===== config.mk =====
export PLATFORM = sky130hd
export DESIGN_NAME = rc4_ksa_engine
export DESIGN_NICKNAME = d
export VERILOG_FILES = /design/src/rtl/rc4_ksa_engine.sv
export SDC_FILE = /design/constraint.sdc
export NUM_CORES = 1
export LEC_CHECK = 0
export ABC_AREA = 1
export BUFFER_PORTS_ARGS = -buffer_cell sky130_fd_sc_hd__buf_4
export CAP_MARGIN = 10
export CORE_MARGIN = 2
export CORE_UTILIZATION = 58
export DETAILED_ROUTE_END_ITERATION = 7
export PLACE_DENSITY = 0.91
export SYNTH_ARGS = -nofsm -noshare
export SYNTH_HDL_FRONTEND = slang
export SYNTH_SLANG_ARGS = --single-unit
export TNS_END_PERCENT = 1

===== constraint.sdc =====
create_clock -name clk -period 4.3 [get_ports clk]
set_input_delay 0.43 -clock clk [delete_from_list [all_inputs] [get_ports clk]]
set_output_delay 0.43 -clock clk [all_outputs]
set_load 0.1 [all_outputs]

===== src/rtl/rc4_ksa_engine.sv =====
// RC4 key-scheduling engine: optional S[i]=i fill, then the KSA swap loop over a
// single-port S RAM with configurable read latency, abort and busy/done status.
module rc4_ksa_engine #(
   parameter int unsigned KEY_BYTES = 3,
   parameter int unsigned ADDR_W    = 8,
   parameter int unsigned RD_LAT    = 1,
   parameter int unsigned INIT_EN   = 1
) (
   input  logic                               clk,
   input  logic                               rst_n,
   input  logic                               start,
   input  logic                               abort,
   input  logic [8*KEY_BYTES-1:0]             key,
   input  logic [$clog2(KEY_BYTES+1)-1:0]     key_len,
   input  logic [ADDR_W-1:0]                  mem_rdata,
   output logic [ADDR_W-1:0]                  mem_addr,
   output logic [ADDR_W-1:0]                  mem_wdata,
   output logic                               mem_wren,
   output logic                               busy,
   output logic                               done
);

   localparam int unsigned KLW = $clog2(KEY_BYTES + 1);
   localparam int unsigned CW  = (RD_LAT > 1) ? $clog2(RD_LAT) : 1;
   localparam logic [ADDR_W-1:0] IMAX = '1;

   typedef enum logic [3:0] {
      StIdle, StFill, StRdSi, StWtSi, StCalcJ, StRdSj, StWtSj, StWrSi, StWrSj, StDone
   } state_e;

   state_e                 state_q, state_d;
   logic [ADDR_W-1:0]      i_q, i_d, j_q, j_d, si_q, si_d, sj_q, sj_d;
   logic [KLW-1:0]         k_q, k_d, klen_q, klen_d;
   logic [8*KEY_BYTES-1:0] key_q, key_d;
   logic [CW-1:0]          wcnt_q, wcnt_d;
   logic [ADDR_W-1:0]      addr_d, wdata_d;
   logic                   wren_d, busy_d, done_d;
   logic [7:0]             kbyte;
   logic                   accept;

   always_comb begin
      kbyte = '0;
      for (int b = 0; b < KEY_BYTES; b++) begin
         if (k_q == KLW'(b)) kbyte = key_q[8*(KEY_BYTES-1-b) +: 8];
      end
   end

   always_comb begin
      state_d = state_q;
      i_d     = i_q;
      j_d     = j_q;
      si_d    = si_q;
      sj_d    = sj_q;
      k_d     = k_q;
      klen_d  = klen_q;
      key_d   = key_q;
      wcnt_d  = wcnt_q;
      accept  = start && !abort;

      unique case (state_q)
         StIdle, StDone: begin
            if (accept) begin
               key_d   = key;
               klen_d  = (key_len == '0 || key_len > KLW'(KEY_BYTES)) ? KLW'(KEY_BYTES) : key_len;
               i_d     = '0;
               j_d     = '0;
               k_d     = '0;
               state_d = (INIT_EN != 0) ? StFill : StRdSi;
            end
         end
         StFill: begin
            i_d = i_q + ADDR_W'(1);
            if (i_q == IMAX) state_d = StRdSi;
         end
         StRdSi: begin
            wcnt_d  = '0;
            state_d = StWtSi;
         end
         StWtSi: begin
            if (wcnt_q == CW'(RD_LAT - 1)) begin
               si_d    = mem_rdata;
               state_d = StCalcJ;
            end else begin
               wcnt_d = wcnt_q + CW'(1);
            end
         end
         StCalcJ: begin
            j_d     = j_q + si_q + ADDR_W'(kbyte);
            state_d = StRdSj;
         end
         StRdSj: begin
            wcnt_d  = '0;
            state_d = StWtSj;
         end
         StWtSj: begin
            if (wcnt_q == CW'(RD_LAT - 1)) begin
               sj_d    = mem_rdata;
               state_d = StWrSi;
            end else begin
               wcnt_d = wcnt_q + CW'(1);
            end
         end
         StWrSi: state_d = StWrSj;
         StWrSj: begin
            // k follows i mod key_len with a wrap counter instead of a divider
            k_d = (k_q == klen_q - KLW'(1)) ? '0 : k_q + KLW'(1);
            if (i_q == IMAX) begin
               state_d = StDone;
            end else begin
               i_d     = i_q + ADDR_W'(1);
               state_d = StRdSi;
            end
         end
         default: state_d = StIdle;
      endcase

      if (abort) state_d = StIdle;

      // Outputs are registered, so decode them from the state being entered
      addr_d  = '0;
      wdata_d = '0;
      wren_d  = 1'b0;
      unique case (state_d)
         StFill: begin
            addr_d  = i_d;
            wdata_d = i_d;
            wren_d  = 1'b1;
         end
         StRdSi, StWtSi: addr_d = i_d;
         StRdSj, StWtSj: addr_d = j_d;
         StWrSi: begin
            addr_d  = j_d;
            wdata_d = si_d;
            wren_d  = 1'b1;
         end
         StWrSj: begin
            addr_d  = i_d;
            wdata_d = sj_d;
            wren_d  = 1'b1;
         end
         default: ;
      endcase
      busy_d = (state_d != StIdle) && (state_d != StDone);
      done_d = (state_d == StDone);
   end

   always_ff @(posedge clk or negedge rst_n) begin
      if (!rst_n) begin
         state_q   <= StIdle;
         i_q       <= '0;
         j_q       <= '0;
         si_q      <= '0;
         sj_q      <= '0;
         k_q       <= '0;
         klen_q    <= '0;
         key_q     <= '0;
         wcnt_q    <= '0;
         mem_addr  <= '0;
         mem_wdata <= '0;
         mem_wren  <= 1'b0;
         busy      <= 1'b0;
         done      <= 1'b0;
      end else begin
         state_q   <= state_d;
         i_q       <= i_d;
         j_q       <= j_d;
         si_q      <= si_d;
         sj_q      <= sj_d;
         k_q       <= k_d;
         klen_q    <= klen_d;
         key_q     <= key_d;
         wcnt_q    <= wcnt_d;
         mem_addr  <= addr_d;
         mem_wdata <= wdata_d;
         mem_wren  <= wren_d;
         busy      <= busy_d;
         done      <= done_d;
      end
   end

endmodule


==> metrics.md, run 1 <==
| Metric | Value |
|---|---|
| Status | finished clean |
| DRC viols | 0 |
| Final Net Count | 639 |
| Root buffer cell | clkbuf_8 |
| Launching point of the worst reg2reg path | k_q[1] |
| Required @ worst endpoint | 4540 ps |
| Setup TNS | 0 ps |
| Core area | 7250 um^2 |
| Drt via density | 5.54 |
| Placer Congestion | 0.966 |
| Yosys reg bits | 83 |
| Post-synth top flop | dfrtp_1 |
| Crit end category | register |
| Worst-Margin Slew | 1000 ps |
| Die Area | 8220 um^2 |
| Post_cts resized | 0 |
| Clock latency at the later pin of the worst-skew pair | 360 ps |
| Max Clock Freq | 293 MHz |
| Power share of the clock group | 25.7% |
| Hpwl dp | 7.73 mm |
| Critical setup path kind | reg2reg |
| Rows | 31 |
| Syn Area/Cell | 8.24 um^2 |
| GRT overflow | 0 |
| Post-Syn Area | 4360 um^2 |
| First-pass GRT wire length | 17.8 mm |
| Setup WS pre-CTS | 932 ps |
| Area Growth Syn to Fin | 14.5% |
| Die Wd | 90.7 um |
| Die height | 90.7 um |
| Crit path DAT | 3650 ps |
| Fin area | 4990 um^2 |
| Fin Hold WS | 244 ps |
| Final Slew Violations | 0 |
| Total GRT Usage | 27.1% |
| P_leak | 2.73 nW |
| Total routed wirelength | 10.4 mm |
| Final non-filler cell total | 686 |
| EDFF count, synth | 0 |
| Unique cell type count in the Yosys netlist | 39 |
| Syn_nets | 585 |
| Fin util | 68.8% |
| Dpl cells | 671 |
| Initial core utilization | 60.1% |
| Synth async-reset ratio | 100% |
| Fill cells | 573 |
| CTS tree | done |
| Pre-antenna DRT Iters | 6 |
| Post-CTS Setup Bufs | 0 |
| Largest net degree at the start of global routing | 84 |
| Psw | 667 uW |
| TritonCTS buffer count | 9 |
| DP Area | 4820 um^2 |
| Max Cap Violations | 0 |
| Initial antenna violation count | 0 |
| # setup viols final | 0 |
| Vias after detailed routing | 3801 |
| H-tree depth | 3 |
| Internal power | 1.25 mW |
| Vias in the first global route | 3714 |
| CTS Hold Bufs | 0 |
| Critical Path Fanout Max | 9 |
| Hold violation count in the final report | 0 |
| Port Buffer Count | 56 |
| Post-route ant nets | 0 |
| Layout cell share with drive strength beyond 1 | 17.7% |
| RSZ-0062 raised after global routing | false |
| Pwr dens | 384 nW/um^2 |
| Most frequent cells in the layout | nand2_1, dfrtp_1, buf_4 |
| Clk_skew | 12.9 ps |
| Sequential Power Share | 47.3% |
| Initial DRC Count | 354 |
| Combinational power share | 27.0% |
| Post-Syn Instances | 529 |
| Clock buffer depth | 2 |
| Worst-path clk slew | 80 ps |
| Avg WL per Cell | 15.2 um |
| # IOs | 57 |
| Clock period minus worst slack | 3410 ps |
| Hold Path Class | in2async |
| Startpoint types | register |
| Clk sinks | 83 |
| Critical path origin | k_q[1] |
| Antenna cells | 0 |
| Ys Warns | 0 |
| Commonest non-fill, non-tap cell in the layout | nand2_1 |
| PnR worst setup slack | 891 ps |
| Tcrit/Tclk final | 79.3% |
| Reg2Reg Depth | 18 |
| Sw Share | 34.8% |
| Seq/Total Area, Yosys | 47.7% |
| Max VDD drop | 0.221 mV |
| Max-slew headroom | 32.9% |
| Final Power | 1.92 mW |
[worst paths after layout]
check / to / slack (ps)
setup / recovery: mem_addr[7] / 890
hold / removal: key_q[13] / 240
setup reg to reg: mem_addr[7] / 890
hold reg to reg: key_q[7] / 490
max in group asynchronous: j_q[2] / 3410
min in group clk: klen_q[0] / 270
[power by group through the flow]
stage / logic [mW] / registers [mW] / clock network (mW)
2_1_floorplan: 0.314 / 0.963 / 0
3_3_place_gp: 0.488 / 0.918 / 0
3_5_place_dp: 0.509 / 0.918 / 0
4_1_cts: 0.514 / 0.904 / 0.496
5_1_grt: 0.579 / 0.913 / 0.521
6_report: 0.518 / 0.906 / 0.492
[worst max-delay path: stages (launching register included)]
cell and delay [ps]:
dfrtp_1 390, inv_1 90, ha_1 290, nor2_1 410, a22oi_1 130, nor2_1 120, a21oi_1 60, fa_1 490
inv_1 40, ha_1 230, fa_1 430, nand4_1 120, nand3_1 100, inv_1 60, nand2_1 50, nand3_1 60
nand2_1 80, nand3_1 80, nand2_1 60
[cell families after synthesis]
| kind of cell | after synthesis | synth area share (%) |
|---|---|---|
| buffers and inverters | 75 | 7.21 |
| adders and majority gates | 18 | 6.55 |
| xor gates and xnor gates | 5 | 1.01 |
| AOI/OAI and AO/OA | 70 | 8.93 |
| and+or+nand+nor | 278 | 28.7 |
| DFF | 83 | 47.7 |
[area by class of cell]
class | instances | area [um^2] | share of cell area [%]
well taps | 99 | 124 | 2.48
clock inverters | 5 | 30.0 | 0.602
clock buffers | 10 | 138 | 2.76
flip-flops and latches | 83 | 2080 | 41.6
inverters | 62 | 235 | 4.71
multi-input cells | 371 | 1970 | 39.4
repair buffers | 56 | 420 | 8.42
[Yosys cell counts, types with 4 or more instances]
cell     number  area, um^2
a21oi_1      19        95.1
a31oi_1       4        25.0
buf_2         6        30.0
dfrtp_1      83        2080
fa_1          8         160
ha_1         10         125
inv_1        53         199
inv_2         6        22.5
nand2_1     187         702
nand2_2       6        37.5
nand3_1      40         200
nand4_1      12        75.1
nor2_1       14        52.6
nor2_2        7        43.8
o21ai_0      35         175
[metal layers]
metal  global-route usage, %  vias to the layer above  routed length [um]
met2                    44.5                      185                5070
met5                       0                        -                   0
met4                    7.82                        0                 188
met3                    4.76                       20                 791
li1                        -                     1805                   -
met1                    37.1                     1791                4360
[registers in the layout (all words and copies together), names as in the netlist, 2 cells and up]
register   flops
j_q            8
sj_q           8
i_q            8
klen_q         2
mem_addr       8
key_q         24
state_q        4
k_q            2
si_q           8
mem_wdata      8
(Power assumes the default switching activity.)
==> run 2, diff against run 1 <==
- CORE_UTILIZATION: 58 -> 52
- PLACE_DENSITY: 0.91 -> 0.87
- clock period: 4.3 -> 2.9 ns (I/O delays scaled with it)
==> run 2 against run 1 <==
- the flow now finishes with violations (setup timing)
- critical path depth is 1 higher
- final area is 5.8% higher
- sequential power is 49% higher
- clock skew is 6.8 ps higher
- global-route usage is 1.4 points lower
- combinational power is 71% higher
- register-to-register slack worse by 940 ps
- clock power is 120% higher
- count of clock-buffer cells in the layout is 1 higher
- highest routed layer unchanged
==> metrics.md, run 2 (synthesized netlist as in run 1, its figures left out) <==
| Metric | Value |
|---|---|
| Status | finished with violations |
| Violated checks | setup timing |
| RSZ-0062 raised after global routing | true |
| Port Buffer Count | 56 |
| Crit end category | register |
| Launching point of the worst reg2reg path | k_q[0] |
| Post-route ant nets | 0 |
| Worst-Margin Slew | 1020 ps |
| Hpwl dp | 7.67 mm |
| Largest reg by FF count | key_q |
| Clk_skew | 19.6 ps |
| CTS tree | done |
| Vias in the first global route | 3688 |
| Hold violation count in the final report | 0 |
| Vias after detailed routing | 3862 |
| Die height | 95.5 um |
| Max Cap Violations | 0 |
| H-tree depth | 3 |
| Avg WL per Cell | 15.6 um |
| Most frequent cells in the layout | nand2_1, dfrtp_1, buf_4 |
| Met3 Usage GRT | 5.06% |
| Critical path origin | k_q[0] |
| Initial core utilization | 53.3% |
| Required @ worst endpoint | 3150 ps |
| Reg2Reg Depth | 19 |
| Clk sinks | 83 |
| First-pass GRT wire length | 17.9 mm |
| Global Route met1 Usage | 35.5% |
| Pre-antenna DRT Iters | 6 |
| Max VDD drop | 0.353 mV |
| Clock buffer depth | 2 |
| GRT busiest layer | met2 |
| Crit path DAT | 3200 ps |
| Die Wd | 95.5 um |
| Rows | 33 |
| Max Clock Freq | 339 MHz |
| Largest net degree at the start of global routing | 84 |
| Critical Path Fanout Max | 4 |
| Clock latency at the later pin of the worst-skew pair | 370 ps |
| Final Net Count | 647 |
| Total GRT Usage | 25.7% |
| Total routed wirelength | 10.9 mm |
| Layout cell share with drive strength beyond 1 | 23.2% |
| Pwr dens | 625 nW/um^2 |
| Startpoint types | register |
| Root buffer cell | clkbuf_8 |
| Hold Path Class | in2async |
| GRT overflow | 0 |
| DRC viols | 0 |
| Antenna cells | 0 |
| Worst-path clk slew | 90 ps |
| Fin util | 64.6% |
| DP Area | 4870 um^2 |
| Core area | 8180 um^2 |
| Initial DRC Count | 271 |
| Area Growth Syn to Fin | 21.2% |
| CTS Hold Bufs | 0 |
| Commonest non-fill, non-tap cell in the layout | nand2_1 |
| # IOs | 57 |
| # setup viols final | 1 |
| Clock period minus worst slack | 2950 ps |
| Drt via density | 5.51 |
| Max-slew headroom | 31.8% |
| Die Area | 9130 um^2 |
| P_leak | 2.82 nW |
| Reg2reg setup slack | -50 ps |
| Tcrit/Tclk final | 102% |
| Placer Congestion | 0.922 |
| TritonCTS buffer count | 9 |
| Initial antenna violation count | 0 |
| PnR worst setup slack | -50.8 ps |
| Fin area | 5280 um^2 |
| Final Slew Violations | 0 |
| Critical setup path kind | reg2reg |
| Flip-flop count of the largest register after layout | 24 |
| Met2 Usage GRT | 39.8% |
run 2: changes by cell type in the layout (fill, tap and decap cells not counted), moves of 5 or more:
cell / change
a21oi_2: +5
ha_4: +6
buf_4: +7
ha_1: -8
inv_1: -6
a21oi_1: -5
inv_2: +6
run 2: stage by stage:
stage	hold WS (ps)	cells	setup WS [ps]	TNS, ps	total power, mW
3_3_place_gp	472	681	3.07	0	2.09
5_1_grt	107	701	-204	-889	3.46
6_report	98.8	701	-50.8	-50.8	3.30
3_5_place_dp	474	681	-133	-309	2.11
4_1_cts	105	698	8.60	0	3.22
2_1_floorplan	-5.59	529	11.5	0	1.89
run 2: final timing paths:
path                                     end
worst max register to register   mem_addr[7]
max in group asynchronous        mem_addr[7]
min in group clk                   key_q[13]
worst max-delay path             mem_addr[7]
worst min register to register     key_q[21]
worst min-delay path            mem_wdata[7]
run 2: where the power goes:
| part | internal (mW) | total (mW) | switching, mW |
|---|---|---|---|
| registers | 1.26 | 1.35 | 0.0861 |
| logic | 0.336 | 0.885 | 0.549 |
| clock network | 0.624 | 1.07 | 0.442 |
| total | 2.22 | 3.30 | 1.08 |
run 2: cell type report:
class,count,area (um^2)
clock buffer,11,151
clock inverter,5,108
fill,663,2900
inverter,62,235
multi-input combinational,371,2090
sequential,83,2080
tap,105,131
timing repair buffer,64,484
run 2: critical path, cell delays in order (launching register included):
cell and delay, ps:
dfrtp_1 420, inv_2 130, ha_4 140, inv_2 40
nor2_4 130, a22oi_2 60, nor2_1 140, a21oi_2 50
fa_1 520, inv_2 50, ha_4 160, fa_2 420
nand4_1 100, nand3_2 100, inv_1 60, nand2_1 50
nand3_1 60, nand2_1 70, nand3_1 70, nand2_1 70
run 2: what timing repair did:
action	CTS	global route
pin swaps	0	14
resized for setup	10	20
buffers inserted	1	3
endpoints found under the setup margin	6	9
run 2: metal layers:
layer / vias up / share of wire [%]
met5: - / 0
met4: 0 / 2.8
met3: 27 / 8.3
met2: 186 / 47
met1: 1830 / 42
li1: 1819 / -
==> run 3, diff against run 2 <==
- CORE_UTILIZATION: 52 -> 45
- PLACE_DENSITY: 0.87 -> 0.76
- clock period: 2.9 -> 2.8 ns (I/O delays scaled with it)
==> run 3 against run 2 <==
- the flow still finishes with violations (setup timing)
- sequential power is 3% higher
- cell count is 4.1% higher
- global-route usage is 4.0 points lower
- critical path type unchanged
- largest power group unchanged
- power is 2.3% lower
- sequential share of layout area is 0.14 points lower
- critical endpoint is now mem_addr[5]
- final area is 0.36% higher
==> metrics.md, run 3 (synthesized netlist as in run 1, its figures left out) <==
| Metric | Value |
|---|---|
| Crit path DAT | 3180 ps |
| Clock latency at the later pin of the worst-skew pair | 350 ps |
| Max Cap Violations | 0 |
| Sequential Power Share | 43.1% |
| Pwr dens | 609 nW/um^2 |
| Die height | 102 um |
| Clock buffer depth | 2 |
| Reg-to-reg endpoint | mem_addr[5] |
| Reg2Reg Depth | 17 |
| Initial core utilization | 46.7% |
| CTS tree | done |
| Max Clock Freq | 346 MHz |
| Layout cell share with drive strength beyond 1 | 23.1% |
| Status | finished with violations |
| Largest reg by FF count | key_q |
| Sw Share | 32.6% |
| Root buffer cell | clkbuf_8 |
| RSZ-0062 raised after global routing | true |
| Fin util | 56.8% |
| Final non-filler cell total | 730 |
| Flip-flop count of the largest register after layout | 24 |
| Critical path origin | k_q[0] |
| GRT overflow | 0 |
| First-pass GRT wire length | 17.6 mm |
| Port Buffer Count | 56 |
| Clk_skew | 6.45 ps |
| Hpwl dp | 7.61 mm |
| Pre-antenna DRT Iters | 5 |
| Reg2reg setup slack | -90 ps |
| Final Slew Violations | 0 |
| Critical setup path kind | reg2reg |
| Vias after detailed routing | 3762 |
| Largest net degree at the start of global routing | 84 |
| Clk sinks | 83 |
| Most frequent cells in the layout | nand2_1, dfrtp_1, buf_4 |
| Vias in the first global route | 3651 |
| Worst-Margin Slew | 1030 ps |
| Initial antenna violation count | 0 |
| PnR worst setup slack | -88.0 ps |
| Antenna cells | 0 |
| Placer Congestion | 0.896 |
| # IOs | 57 |
| Avg WL per Cell | 14.4 um |
| Critical Path Fanout Max | 5 |
| Internal power | 2.17 mW |
| Tcrit/Tclk final | 103% |
| Max VDD drop | 0.358 mV |
| Power share of the clock group | 28.7% |
| Hold Path Class | in2async |
| Area Growth Syn to Fin | 21.6% |
| Combinational power share | 28.2% |
| Violated checks | setup timing |
| Crit end category | register |
| Dpl cells | 713 |
| Initial DRC Count | 323 |
| Die Wd | 102 um |
| Total routed wirelength | 10.5 mm |
| Total GRT Usage | 21.7% |
| P_leak | 2.84 nW |
| Post-route ant nets | 0 |
| Hold violation count in the final report | 0 |
| Worst-path clk slew | 80 ps |
| Core area | 9330 um^2 |
| Launching point of the worst reg2reg path | k_q[0] |
| # setup viols final | 2 |
| TritonCTS buffer count | 9 |
| Drt via density | 5.15 |
| End of the critical path | mem_addr[5] |
| Die Area | 10500 um^2 |
| Psw | 1.05 mW |
| Setup TNS | -173 ps |
| Startpoint types | register |
| DRC viols | 0 |
| Required @ worst endpoint | 3090 ps |
| Commonest non-fill, non-tap cell in the layout | nand2_1 |
| Final Net Count | 655 |
| Rows | 35 |
| Max-slew headroom | 31.0% |
| Clock period minus worst slack | 2890 ps |
| H-tree depth | 3 |
run 3: cell count changes in the layout (fill, tap and decap cells not counted), sizes merged:
cell,change
clkbuf,-1
inv,-1
bufinv,-1
buf,+8
run 3: worst min path at each step:
stage                   start            to  slack [ps]  cells after the start
finish                  rst_n  mem_wdata[6]         110                      1
global route           key[5]      key_q[5]         120                      3
CTS                    key[7]      key_q[7]         110                      3
detailed placement  key_q[17]     key_q[17]         470                      2
global placement    key_q[19]     key_q[19]         470                      2
floorplan               rst_n          busy         -20                      0
run 3: cell type report:
type | instances | area [um^2]
fillers | 827 | 4030
multi-input cells | 371 | 2080
flip-flops and latches | 83 | 2080
repair buffers | 72 | 544
inverters | 62 | 235
well taps | 129 | 161
clock buffers | 10 | 138
clock inverters | 3 | 65.1
run 3: worst max-delay path, stage by stage (launching register included):
cell     delay [ps]
dfrtp_1         420
buf_6           140
ha_4            180
nor2_4          120
a22oi_2          60
nor2_1          100
a21oi_1          60
fa_1            480
inv_1            40
ha_2            190
fa_2            370
inv_2            70
o21ai_2          60
a21oi_1         190
o21ai_1          90
nand2_1          90
nand3_1          80
nand2_1          80
run 3: per-layer routing:
metal	GRT usage, %	wire length, um	vias up
li1	-	-	1839
met1	31.1	4900	1785
met2	33.2	4810	116
met3	3.83	550	22
met4	7.90	221	0
met5	0	0	-
run 3: repair_timing:
| item | in CTS | in global routing |
|---|---|---|
| setup buffers | 2 | 2 |
| setup endpoints to repair | 8 | 11 |
| hold buffers | 0 | 0 |
| pin swaps | 2 | 8 |
| gates resized for setup | 5 | 22 |
run 3: metrics by stage:
stage | total power, mW | hold slack, ps | setup WS [ps] | instance area [um^2]
6_report | 3.23 | 113 | -88.0 | 5300
3_3_place_gp | 2.20 | 469 | -45.0 | 4960
4_1_cts | 3.14 | 107 | -53.3 | 5190
3_5_place_dp | 2.21 | 473 | -156 | 4960
5_1_grt | 3.40 | 117 | -260 | 5300
2_1_floorplan | 1.96 | -15.6 | 2.19 | 4370
run 3: power groups by stage:
stage	registers [mW]	clock network [mW]	logic [mW]
finish	1.39	0.924	0.910
global route	1.41	0.977	1.02
CTS	1.39	0.936	0.811
detailed placement	1.41	0	0.802
global placement	1.41	0	0.785
floorplan	1.48	0	0.484
